==> src/rtl/imem_loader_pkg.sv <==
// ---------------------------------------------------------------------------
// imem_loader_pkg
//   Shared types and constants for the boot-time instruction-memory loader:
//   the loader FSM state encoding, the stream header width, the number of
//   bytes per instruction word and small helpers for the running checksum.
// ---------------------------------------------------------------------------
package imem_loader_pkg;

  // Word-count header is two bytes, low byte first.
  localparam int HDR_W = 16;
  // Bytes per 32-bit instruction word.
  localparam int BPW   = 4;

  typedef enum logic [2:0] {
    ST_HDR0 = 3'd0,
    ST_HDR1 = 3'd1,
    ST_DATA = 3'd2,
    ST_CHK  = 3'd3,
    ST_DONE = 3'd4,
    ST_ERR  = 3'd5
  } state_e;

  // Running XOR checksum over the data bytes.
  function automatic logic [7:0] csum_next(input logic [7:0] csum, input logic [7:0] b);
    return csum ^ b;
  endfunction

  // States in which the loader consumes stream bytes.
  function automatic logic is_loading(input state_e s);
    return (s == ST_HDR0) || (s == ST_HDR1) || (s == ST_DATA) || (s == ST_CHK);
  endfunction

endpackage

==> src/rtl/imem_loader_byte_packer.sv <==
// ---------------------------------------------------------------------------
// byte_packer
//   Little-endian 4-byte word assembler. The first byte of a word ends up in
//   word_o[7:0]. word_valid_o/word_o are combinational and describe the word
//   completed by the byte presented this cycle, so the parent can register
//   the memory write in the same edge that accepts the last byte.
// Ports:
//   clk, rst_n     clock, asynchronous active-low reset
//   clear_i        synchronous clear of byte index and partial word
//   byte_valid_i   byte_i is consumed this cycle
//   byte_i         stream byte
//   word_valid_o   this byte completes a word
//   word_o         completed word (valid with word_valid_o)
// ---------------------------------------------------------------------------
module byte_packer
  import imem_loader_pkg::*;
(
  input  logic        clk,
  input  logic        rst_n,
  input  logic        clear_i,
  input  logic        byte_valid_i,
  input  logic [7:0]  byte_i,
  output logic        word_valid_o,
  output logic [31:0] word_o
);

  localparam logic [1:0] LAST_IDX = 2'(BPW - 1);

  logic [1:0]  idx_q, idx_d;
  // Only the first three bytes need storage; the fourth is taken live.
  logic [23:0] shift_q, shift_d;

  // Next-state for byte index and partial-word shift register.
  always_comb begin
    idx_d   = idx_q;
    shift_d = shift_q;
    if (clear_i) begin
      idx_d   = 2'd0;
      shift_d = 24'd0;
    end else if (byte_valid_i) begin
      idx_d   = idx_q + 2'd1;
      shift_d = {byte_i, shift_q[23:8]};
    end else begin
      idx_d   = idx_q;
      shift_d = shift_q;
    end
  end

  // State registers.
  always_ff @(posedge clk or negedge rst_n) begin
    if (!rst_n) begin
      idx_q   <= 2'd0;
      shift_q <= 24'd0;
    end else begin
      idx_q   <= idx_d;
      shift_q <= shift_d;
    end
  end

  assign word_valid_o = byte_valid_i && !clear_i && (idx_q == LAST_IDX);
  assign word_o       = {byte_i, shift_q};

endmodule

==> src/rtl/imem_loader.sv <==
// ---------------------------------------------------------------------------
// imem_loader
//   Boot-time writer for the CPU instruction memory. Consumes a byte stream
//   (count_lo, count_hi, 4*N little-endian data bytes, XOR checksum), writes
//   the words to addresses 0..N-1 and releases the CPU from reset only after
//   a load whose checksum matches. All outputs are registered.
// Ports:
//   clk, rst_n          clock, asynchronous active-low reset
//   in_valid/in_data    stream byte offer
//   in_ready            byte accepted when in_valid && in_ready
//   start               re-arm request, honoured only in DONE or ERR
//   mem_we/addr/wdata   one-cycle instruction-memory write
//   cpu_hold            keeps the CPU in reset
//   done / err          load completed cleanly / load aborted
// ---------------------------------------------------------------------------
module imem_loader
  import imem_loader_pkg::*;
#(
  parameter int ADDR_W = 11
) (
  input  logic              clk,
  input  logic              rst_n,
  input  logic              in_valid,
  input  logic [7:0]        in_data,
  output logic              in_ready,
  input  logic              start,
  output logic              mem_we,
  output logic [ADDR_W-1:0] mem_addr,
  output logic [31:0]       mem_wdata,
  output logic              cpu_hold,
  output logic              done,
  output logic              err
);

  localparam int unsigned MAX_N = 2 ** ADDR_W;

  state_e             state_q, state_d;
  logic [7:0]         cnt_lo_q, cnt_lo_d;
  logic [ADDR_W-1:0]  last_q, last_d;        // index of the final word (N-1)
  logic [ADDR_W-1:0]  word_cnt_q, word_cnt_d;
  logic [7:0]         csum_q, csum_d;
  logic [ADDR_W-1:0]  mem_addr_q, mem_addr_d;
  logic [31:0]        mem_wdata_q, mem_wdata_d;
  logic               mem_we_q, mem_we_d;
  logic               in_ready_q, in_ready_d;
  logic               cpu_hold_q, cpu_hold_d;
  logic               done_q, done_d;
  logic               err_q, err_d;

  logic               xfer_s;
  logic [HDR_W-1:0]   n_s;
  logic               pk_clear_s;
  logic               pk_valid_s;
  logic               pk_word_valid_s;
  logic [31:0]        pk_word_s;

  assign xfer_s     = in_valid && in_ready_q;
  assign n_s        = {in_data, cnt_lo_q};
  assign pk_valid_s = xfer_s && (state_q == ST_DATA);

  byte_packer u_packer (
    .clk          (clk),
    .rst_n        (rst_n),
    .clear_i      (pk_clear_s),
    .byte_valid_i (pk_valid_s),
    .byte_i       (in_data),
    .word_valid_o (pk_word_valid_s),
    .word_o       (pk_word_s)
  );

  // Loader FSM, counters, checksum and next-cycle output values.
  always_comb begin
    state_d     = state_q;
    cnt_lo_d    = cnt_lo_q;
    last_d      = last_q;
    word_cnt_d  = word_cnt_q;
    csum_d      = csum_q;
    mem_addr_d  = mem_addr_q;
    mem_wdata_d = mem_wdata_q;
    mem_we_d    = 1'b0;
    pk_clear_s  = 1'b0;

    case (state_q)
      ST_HDR0: begin
        if (xfer_s) begin
          cnt_lo_d = in_data;
          state_d  = ST_HDR1;
        end else begin
          state_d  = ST_HDR0;
        end
      end
      ST_HDR1: begin
        if (xfer_s) begin
          if ((n_s == 16'd0) || (32'(n_s) > MAX_N)) begin
            state_d = ST_ERR;
          end else begin
            state_d    = ST_DATA;
            last_d     = ADDR_W'(n_s - 16'd1);
            word_cnt_d = '0;
            csum_d     = 8'd0;
            pk_clear_s = 1'b1;
          end
        end else begin
          state_d = ST_HDR1;
        end
      end
      ST_DATA: begin
        if (xfer_s) begin
          csum_d = csum_next(csum_q, in_data);
          if (pk_word_valid_s) begin
            mem_we_d    = 1'b1;
            mem_addr_d  = word_cnt_q;
            mem_wdata_d = pk_word_s;
            word_cnt_d  = word_cnt_q + ADDR_W'(1);
            // Word counter wraps after the final word; CHK never looks at it.
            if (word_cnt_q == last_q) begin
              state_d = ST_CHK;
            end else begin
              state_d = ST_DATA;
            end
          end else begin
            state_d = ST_DATA;
          end
        end else begin
          state_d = ST_DATA;
        end
      end
      ST_CHK: begin
        if (xfer_s) begin
          state_d = (in_data == csum_q) ? ST_DONE : ST_ERR;
        end else begin
          state_d = ST_CHK;
        end
      end
      ST_DONE, ST_ERR: begin
        if (start) begin
          state_d    = ST_HDR0;
          cnt_lo_d   = 8'd0;
          word_cnt_d = '0;
          csum_d     = 8'd0;
          pk_clear_s = 1'b1;
        end else begin
          state_d    = state_q;
        end
      end
      default: begin
        // Unreachable encoding: park in ERR so the CPU stays held.
        state_d = ST_ERR;
      end
    endcase

    in_ready_d = is_loading(state_d);
    done_d     = (state_d == ST_DONE);
    err_d      = (state_d == ST_ERR);
    cpu_hold_d = (state_d != ST_DONE);
  end

  // State and registered outputs.
  always_ff @(posedge clk or negedge rst_n) begin
    if (!rst_n) begin
      state_q     <= ST_HDR0;
      cnt_lo_q    <= 8'd0;
      last_q      <= '0;
      word_cnt_q  <= '0;
      csum_q      <= 8'd0;
      mem_addr_q  <= '0;
      mem_wdata_q <= 32'd0;
      mem_we_q    <= 1'b0;
      in_ready_q  <= 1'b0;
      cpu_hold_q  <= 1'b1;
      done_q      <= 1'b0;
      err_q       <= 1'b0;
    end else begin
      state_q     <= state_d;
      cnt_lo_q    <= cnt_lo_d;
      last_q      <= last_d;
      word_cnt_q  <= word_cnt_d;
      csum_q      <= csum_d;
      mem_addr_q  <= mem_addr_d;
      mem_wdata_q <= mem_wdata_d;
      mem_we_q    <= mem_we_d;
      in_ready_q  <= in_ready_d;
      cpu_hold_q  <= cpu_hold_d;
      done_q      <= done_d;
      err_q       <= err_d;
    end
  end

  assign in_ready  = in_ready_q;
  assign mem_we    = mem_we_q;
  assign mem_addr  = mem_addr_q;
  assign mem_wdata = mem_wdata_q;
  assign cpu_hold  = cpu_hold_q;
  assign done      = done_q;
  assign err       = err_q;

endmodule

==> config.mk <==
export PLATFORM = sky130hd
export DESIGN_NAME = imem_loader
export DESIGN_NICKNAME = d
export VERILOG_FILES = /design/src/rtl/imem_loader_pkg.sv /design/src/rtl/imem_loader_byte_packer.sv /design/src/rtl/imem_loader.sv
export SDC_FILE = /design/constraint.sdc
export NUM_CORES = 1
export LEC_CHECK = 0
export ABC_AREA = 1
export BUFFER_PORTS_ARGS = -buffer_cell sky130_fd_sc_hd__buf_2
export CORE_ASPECT_RATIO = 1.4
export CORE_MARGIN = 2
export CORE_UTILIZATION = 44
export CTS_BUF_LIST = sky130_fd_sc_hd__clkbuf_4
export CTS_CLUSTER_SIZE = 10
export DETAILED_ROUTE_END_ITERATION = 10
export PLACE_DENSITY = 0.59
export SYNTH_ARGS = -nofsm -noshare
export SYNTH_HDL_FRONTEND = slang
export SYNTH_SLANG_ARGS = --single-unit
==> constraint.sdc <==
create_clock -name clk -period 1.9 [get_ports clk]
set_input_delay 0.19 -clock clk [delete_from_list [all_inputs] [get_ports clk]]
set_output_delay 0.19 -clock clk [all_outputs]
set_load 0.01 [all_outputs]
======== Word-level counts from Yosys, hierarchy flattened ========
Index checks and enable logic that the tools add are counted.
storage, ports and cells
  flip-flop bits (word level) ............. 115
  output and inout bits ................... 48
operators by class
  $add $sub $neg .......................... 3
  order comparisons ....................... 1
  equal/unequal tests ..................... 20
  multiplexer cells ....................... 34
  bitwise operators ....................... 2
  reduce and logical (&&, ||, !) cells .... 21
operators with widths
  cell                                                                    count
  11-bit 2-to-1 mux                                                       5
  24-bit 2-to-1 mux                                                       2
  8-bit 2-to-1 mux                                                        5
  11-bit one-hot mux with 3 select lines                                  1
  8-bit one-hot mux with 3 select lines                                   1
  3-bit 2-to-1 mux                                                        6
  16-bit by 12-bit > comparator with 1-bit output, second input constant  1
  16-bit zero test                                                        1
  8-bit one-hot mux with 2 select lines                                   1
  3-bit one-hot mux with 5 select lines                                   1
  3-bit by 2-bit == test with 1-bit output, second input constant         4
  3-bit == test, second input constant                                    4
  2-bit inequality test, second input constant                            6
  11-bit by 1-bit adder with 11-bit output, second input constant         1
  11-bit == test                                                          1
  11-bit by 1-bit subtractor with 11-bit output, second input constant    1
  1-bit 2-to-1 mux                                                        9
  3-bit AND reduction                                                     3
  8-bit == test                                                           1
  8-bit bitwise XOR                                                       1
  3-bit by 1-bit == test with 1-bit output, second input constant         2
  3-bit zero test                                                         2
  6-bit AND reduction                                                     1
  5-bit AND reduction                                                     1
  12 further kinds                                                        20

======== Logic depth before layout (Yosys ltp) ========
  word-level depth ........................ 15
  gate-level depth with buffers ........... 12
  gate-level depth less buffers ........... 12

======== By module ========
Synthesis repeated with hierarchy kept, for this count alone.
unflattened totals
  cell total of the unflattened synthesis .. 661
  area, all modules ....................... 5372.7 µm²
modules (own cells, without submodules)
  module       times used  cells each  area each (µm²)  seq. area each (µm²)
  imem_loader  1           537         4245.3           2228.4
  byte_packer  1           124         1127.3           650.6

======== Worst setup path before layout ========
No wires, ideal clock.
  kind .................................... register -> register
  start point ............................. reg cnt_lo_q[0]
  end point ............................... reg last_q[10]
  library setup time ...................... 119 ps
  arrival ................................. 1551 ps
  path slack .............................. 231 ps
  cell stages (with the launch flop) ...... 12
  period minus slack after synthesis ...... 1669 ps
  path through ............................ dfrtp_1 inv_1 ha_1 nand2_2 nor2_4 nand2_1 nand2_1 nand4_1 buf_4 inv_2 nand3_1 o21a_1
between the ends
  longest elaborated chain between the ends .. 4
  elaborated cells on any way between the ends .. 6
RTL lines
  element                                                                              RTL line            RTL
  from (decl)                                                                          imem_loader.sv:38   logic [7:0] cnt_lo_q, cnt_lo_d;
  from (signal assigned)                                                               imem_loader.sv:175  cnt_lo_q <= cnt_lo_d;
  16-bit by 12-bit > comparator with 1-bit output or 16-bit zero test (tied branches)  imem_loader.sv:94   if ((n_s == 16'd0) || (32'(n_s) > MAX_N)) begin
  1-bit logical OR                                                                     imem_loader.sv:94
  1-bit NOT (no source line)                                                           -
  3-bit AND reduction (no source line)                                                 -
  to (signal assigned)                                                                 imem_loader.sv:176  last_q <= last_d;
  to (decl)                                                                            imem_loader.sv:39   logic [ADDR_W-1:0] last_q, last_d;
Several ways; a longest one is shown, not always the timed one.
A chain may end at the register's enable or synchronous reset.

======== Worst setup path after layout ========
  start point ............................. reg cnt_lo_q[0]
  end point ............................... reg last_q[2]
Same word-level chain as after synthesis.

==> run summary <==
The post-synthesis xor/xnor area fraction works out to 0.0410. Counting flops and latches in the post-synthesis netlist gives 115. Synthesis handed over a netlist of 560 instances. Setup violations remaining at the end of the flow were counted as 0. The worst hold path belongs to the class input pin to flop.

The maximum root-to-sink buffer count is 2, and the count of input and output buffers is 59. Effective utilization at floorplan: 0.452. Across the routed clock network, the largest skew measured is 0.0137 ns.

For the final-report max-slew violation count, the log shows 0. The proportion of synthesized chip area in sequential cells is 0.562. In this run the power density over the cells is 1020 nW/um2. Detailed routing inserted a total of 4034 vias. The share of layout cells above drive strength 1 came out at 0.227. The share of synthesized area spent on multiplexers was 0; the area of the die was 12500 um2. After layout, the minimum clock period comes to 1.79 ns. Adder-cell share of the synthesized area: 0.00732. From synthesis to final layout, the design area changed by 18.5%. Dividing the detail-routed via count by the number of cells gives 5.04. For the total global routing track utilization, the log shows 0.201. The number of optimization iterations in the first detailed-route pass is 5. After floorplanning, the core was divided into 46 placement rows.

The H-tree generated during clock tree synthesis spans 4 levels. Library cell used as clock root buffer: clkbuf_4. The first global-routing pass estimated 19400 um of wire.

Data arrives at the worst endpoint at 2.21 ns. The transition at the pin with the smallest max-transition slack is 0.647 ns, and the clock edge transition at the registers on the reported setup and hold paths is 0.10 ns. The logs give 0.00308 uW for the static leakage and 37 for the count of unique library cells instantiated by Yosys. The tools report the aggregate routed wire length as 11700 um. STA classifies the critical path startpoint as a flop.

The number of nets in the layout is 661, and the worst hold path cell count is 4. TritonCTS built the clock tree. The final hold slack is 0.164 ns. The post-synthesis compound-gate area fraction is 0.118.

Maximum clock frequency: 0.559 GHz. The number of placed instances, taps included came out at 758. Dividing the detail-routed wire length by the instance count gives 14.6 um.

For the worst slew margin relative to its limit, the log shows 0.569. The flow ran to the end, and the final reports show no timing, DRC or antenna violations. 60 I/O pins were placed. For the number of warnings issued by yosys, the log shows 0.

Combinational family with the most area after synthesis: simple AND/OR/NAND/NOR gates. The logs give 0.823 for the global placer's final weighted congestion and 0 ns for the final sum of negative setup slack. The wire-length estimate of the detail-placed layout is 8460 um.

Clock net sink count: 115. The first routing iteration left 238 violations. The logs give 3985 for the number of global-route vias before repair and 531 uV for the largest vdd supply drop.

Count of maximum capacitance violations: 0. The share of the core filled with cells came out at 0.536. The worst reg-to-reg path cell count is 10, and the maximum number of pins on one net before global-route repair is 46. The count of nets left with antenna violations once routing finished came out at 0. The simple-gate share of the synthesized area was 0.199; the number of buffers added by the clock tree synthesis step was 17.

Measured along the y axis, the die boundary spans 132 um. The post-synthesis cell area was 5130 um2; the required arrival time at the worst endpoint was 2.32 ns. For the synthesized netlist net count, the log shows 575.

The floorplan step set the die width to 95.2 um. After synthesis, the mean cell area works out to 9.15 um2. Standard cell core area: 11300 um2. The share of the clock period used by the worst path came out at 0.942. The run gives 0 as the number of remaining DRC errors. The hold violation total from the final report is 0, and the leftover overflow at the end of global routing is 0. Along the worst path, the maximum fanout reaches 10. The clock reaches the later pin of the worst-skew pair after 0.51 ns.

The top cell type's share of synthesized area is 0.557. Initial antenna violation count: 0. After the flow finishes, the layout carries non-filler instances totaling 801. The setup path with the least slack is of type flop to flop. dfrtp_1 takes more of the synthesized area than any other cell. STA classifies the critical path endpoint as a flop.

The number of antenna diodes in the final layout is 0. Ranked by total cell area, the synthesized netlist is headed by dfrtp_1 (56%), nand2_1 (10%), o21ai_0 (6.2%), inv_1 (4.6%), o21ai_2 (3.2%).
## worst max-delay path, cell delays in order (launching register included)
cell       delay [ns]
dfrtp_1          0.40
inv_2            0.11
ha_4             0.15
nand2_2          0.08
nor2_4           0.13
nand2_2          0.09
nand2_1          0.09
nand4_1          0.16
buf_4            0.20
clkbuf_16        0.15
o21ai_0          0.15
## routing by layer
metal  up-vias  part of all wire  track usage
met1      1970              0.41        0.240
met5         -                 0            0
met4         0             0.019       0.0773
met3        15             0.036       0.0539
li1       1974                 -            -
met2        75              0.53        0.341
## repair_timing
| action | in CTS | in global routing |
|---|---|---|
| hold endpoints to repair | 54 | 0 |
| buffers inserted | 0 | 3 |
| gates cloned | 0 | 1 |
| endpoints found under the setup margin | 5 | 58 |
| hold buffers | 9 | 0 |
| gates resized for setup | 1 | 7 |
| pin swaps | 0 | 1 |
## cell type report
class                   instances  area, um2
fillers                      1063       5270
flip-flops and latches        115       2880
multi-input cells             357       1900
repair buffers                 88        606
inverters                      67        251
well taps                     144        180
clock buffers                  22        165
clock inverters                 8       87.6
## placed cells by master (no fill, tap or decap), types with 7 or more instances in the layout
cell and count:
buf_2 58, buf_4 16, clkbuf_4 22, dfrtp_1 114, dlygate4sd3_1 9, inv_1 61
nand2_1 135, nand3_1 32, nor2_1 27, nor3_1 9, o21ai_0 64, o21ai_2 19
o22ai_1 7, xnor2_1 13, xor2_1 11
## cell usage after synthesis
master	n
buf_2	1
o21a_1	2
inv_2	4
nor2_2	1
o211ai_1	1
a21oi_2	1
inv_1	63
dfrtp_1	114
o21ai_2	19
nand3_1	32
o22ai_1	7
buf_4	3
nor2_8	1
o21ai_1	1
buf_6	4
nand2_1	137
xor2_1	11
clkbuf_1	13
nor3_1	9
o21ai_0	64
dfstp_2	1
nand2_4	2
nand3_4	1
nor2_1	28
xnor2_1	13
nor4_1	1
nor3b_2	1
or2_0	1
ha_1	3
nand3_2	1
a31oi_1	1
a211oi_1	1
a21oi_1	5
nor2_4	2
nand4_1	6
nor3b_1	3
nand2_2	2
## flip-flops by register name, indices dropped and copies added, names as in the netlist
register / flops
u_packer.shift_q: 24
mem_wdata: 32
mem_we: 1
csum_q: 8
word_cnt_q: 11
state_q: 3
done: 1
cpu_hold: 1
mem_addr: 11
in_ready: 1
last_q: 11
u_packer.idx_q: 2
err: 1
cnt_lo_q: 8
## through the flow
stage | instance area (um2) | worst slack, ns | power [uW]
6_report | 6070 | 0.111 | 6190
5_1_grt | 6070 | -0.0163 | 6590
4_1_cts | 6000 | 0.0144 | 6200
3_5_place_dp | 5650 | -0.0149 | 4460
3_3_place_gp | 5650 | 0.0852 | 4430
2_1_floorplan | 5130 | 0.231 | 4030
## path summary, 6_finish.rpt
path                              from                   end  slack (ns)
min in group asynchronous        rst_n           cnt_lo_q[2]        0.24
max in group asynchronous        rst_n  u_packer.shift_q[16]        1.01
hold reg to reg            mem_addr[8]           mem_addr[8]        0.48
setup / recovery           cnt_lo_q[0]             last_q[2]        0.11
hold / removal                   start           cnt_lo_q[7]        0.16
setup reg to reg           cnt_lo_q[0]             last_q[2]        0.11
## power by group
part | leakage (uW) | internal (uW) | switching [uW] | total (uW)
Sequential | 0.00158 | 2690 | 199 | 2890
Combinational | 0.00135 | 583 | 1020 | 1610
Clock | 0.000148 | 823 | 866 | 1690
## kinds of logic (layout without fill, tap and decap cells)
kind of cell | count (synthesis) | after routing
AOI/OAI and AO/OA | 102 | 102
adders and majority gates | 3 | 3
and+or+nand+nor | 228 | 228
xor gates and xnor gates | 24 | 24
DFF | 115 | 115
buffers and inverters | 88 | 185
Note: power is estimated with default switching activity, not from simulation.
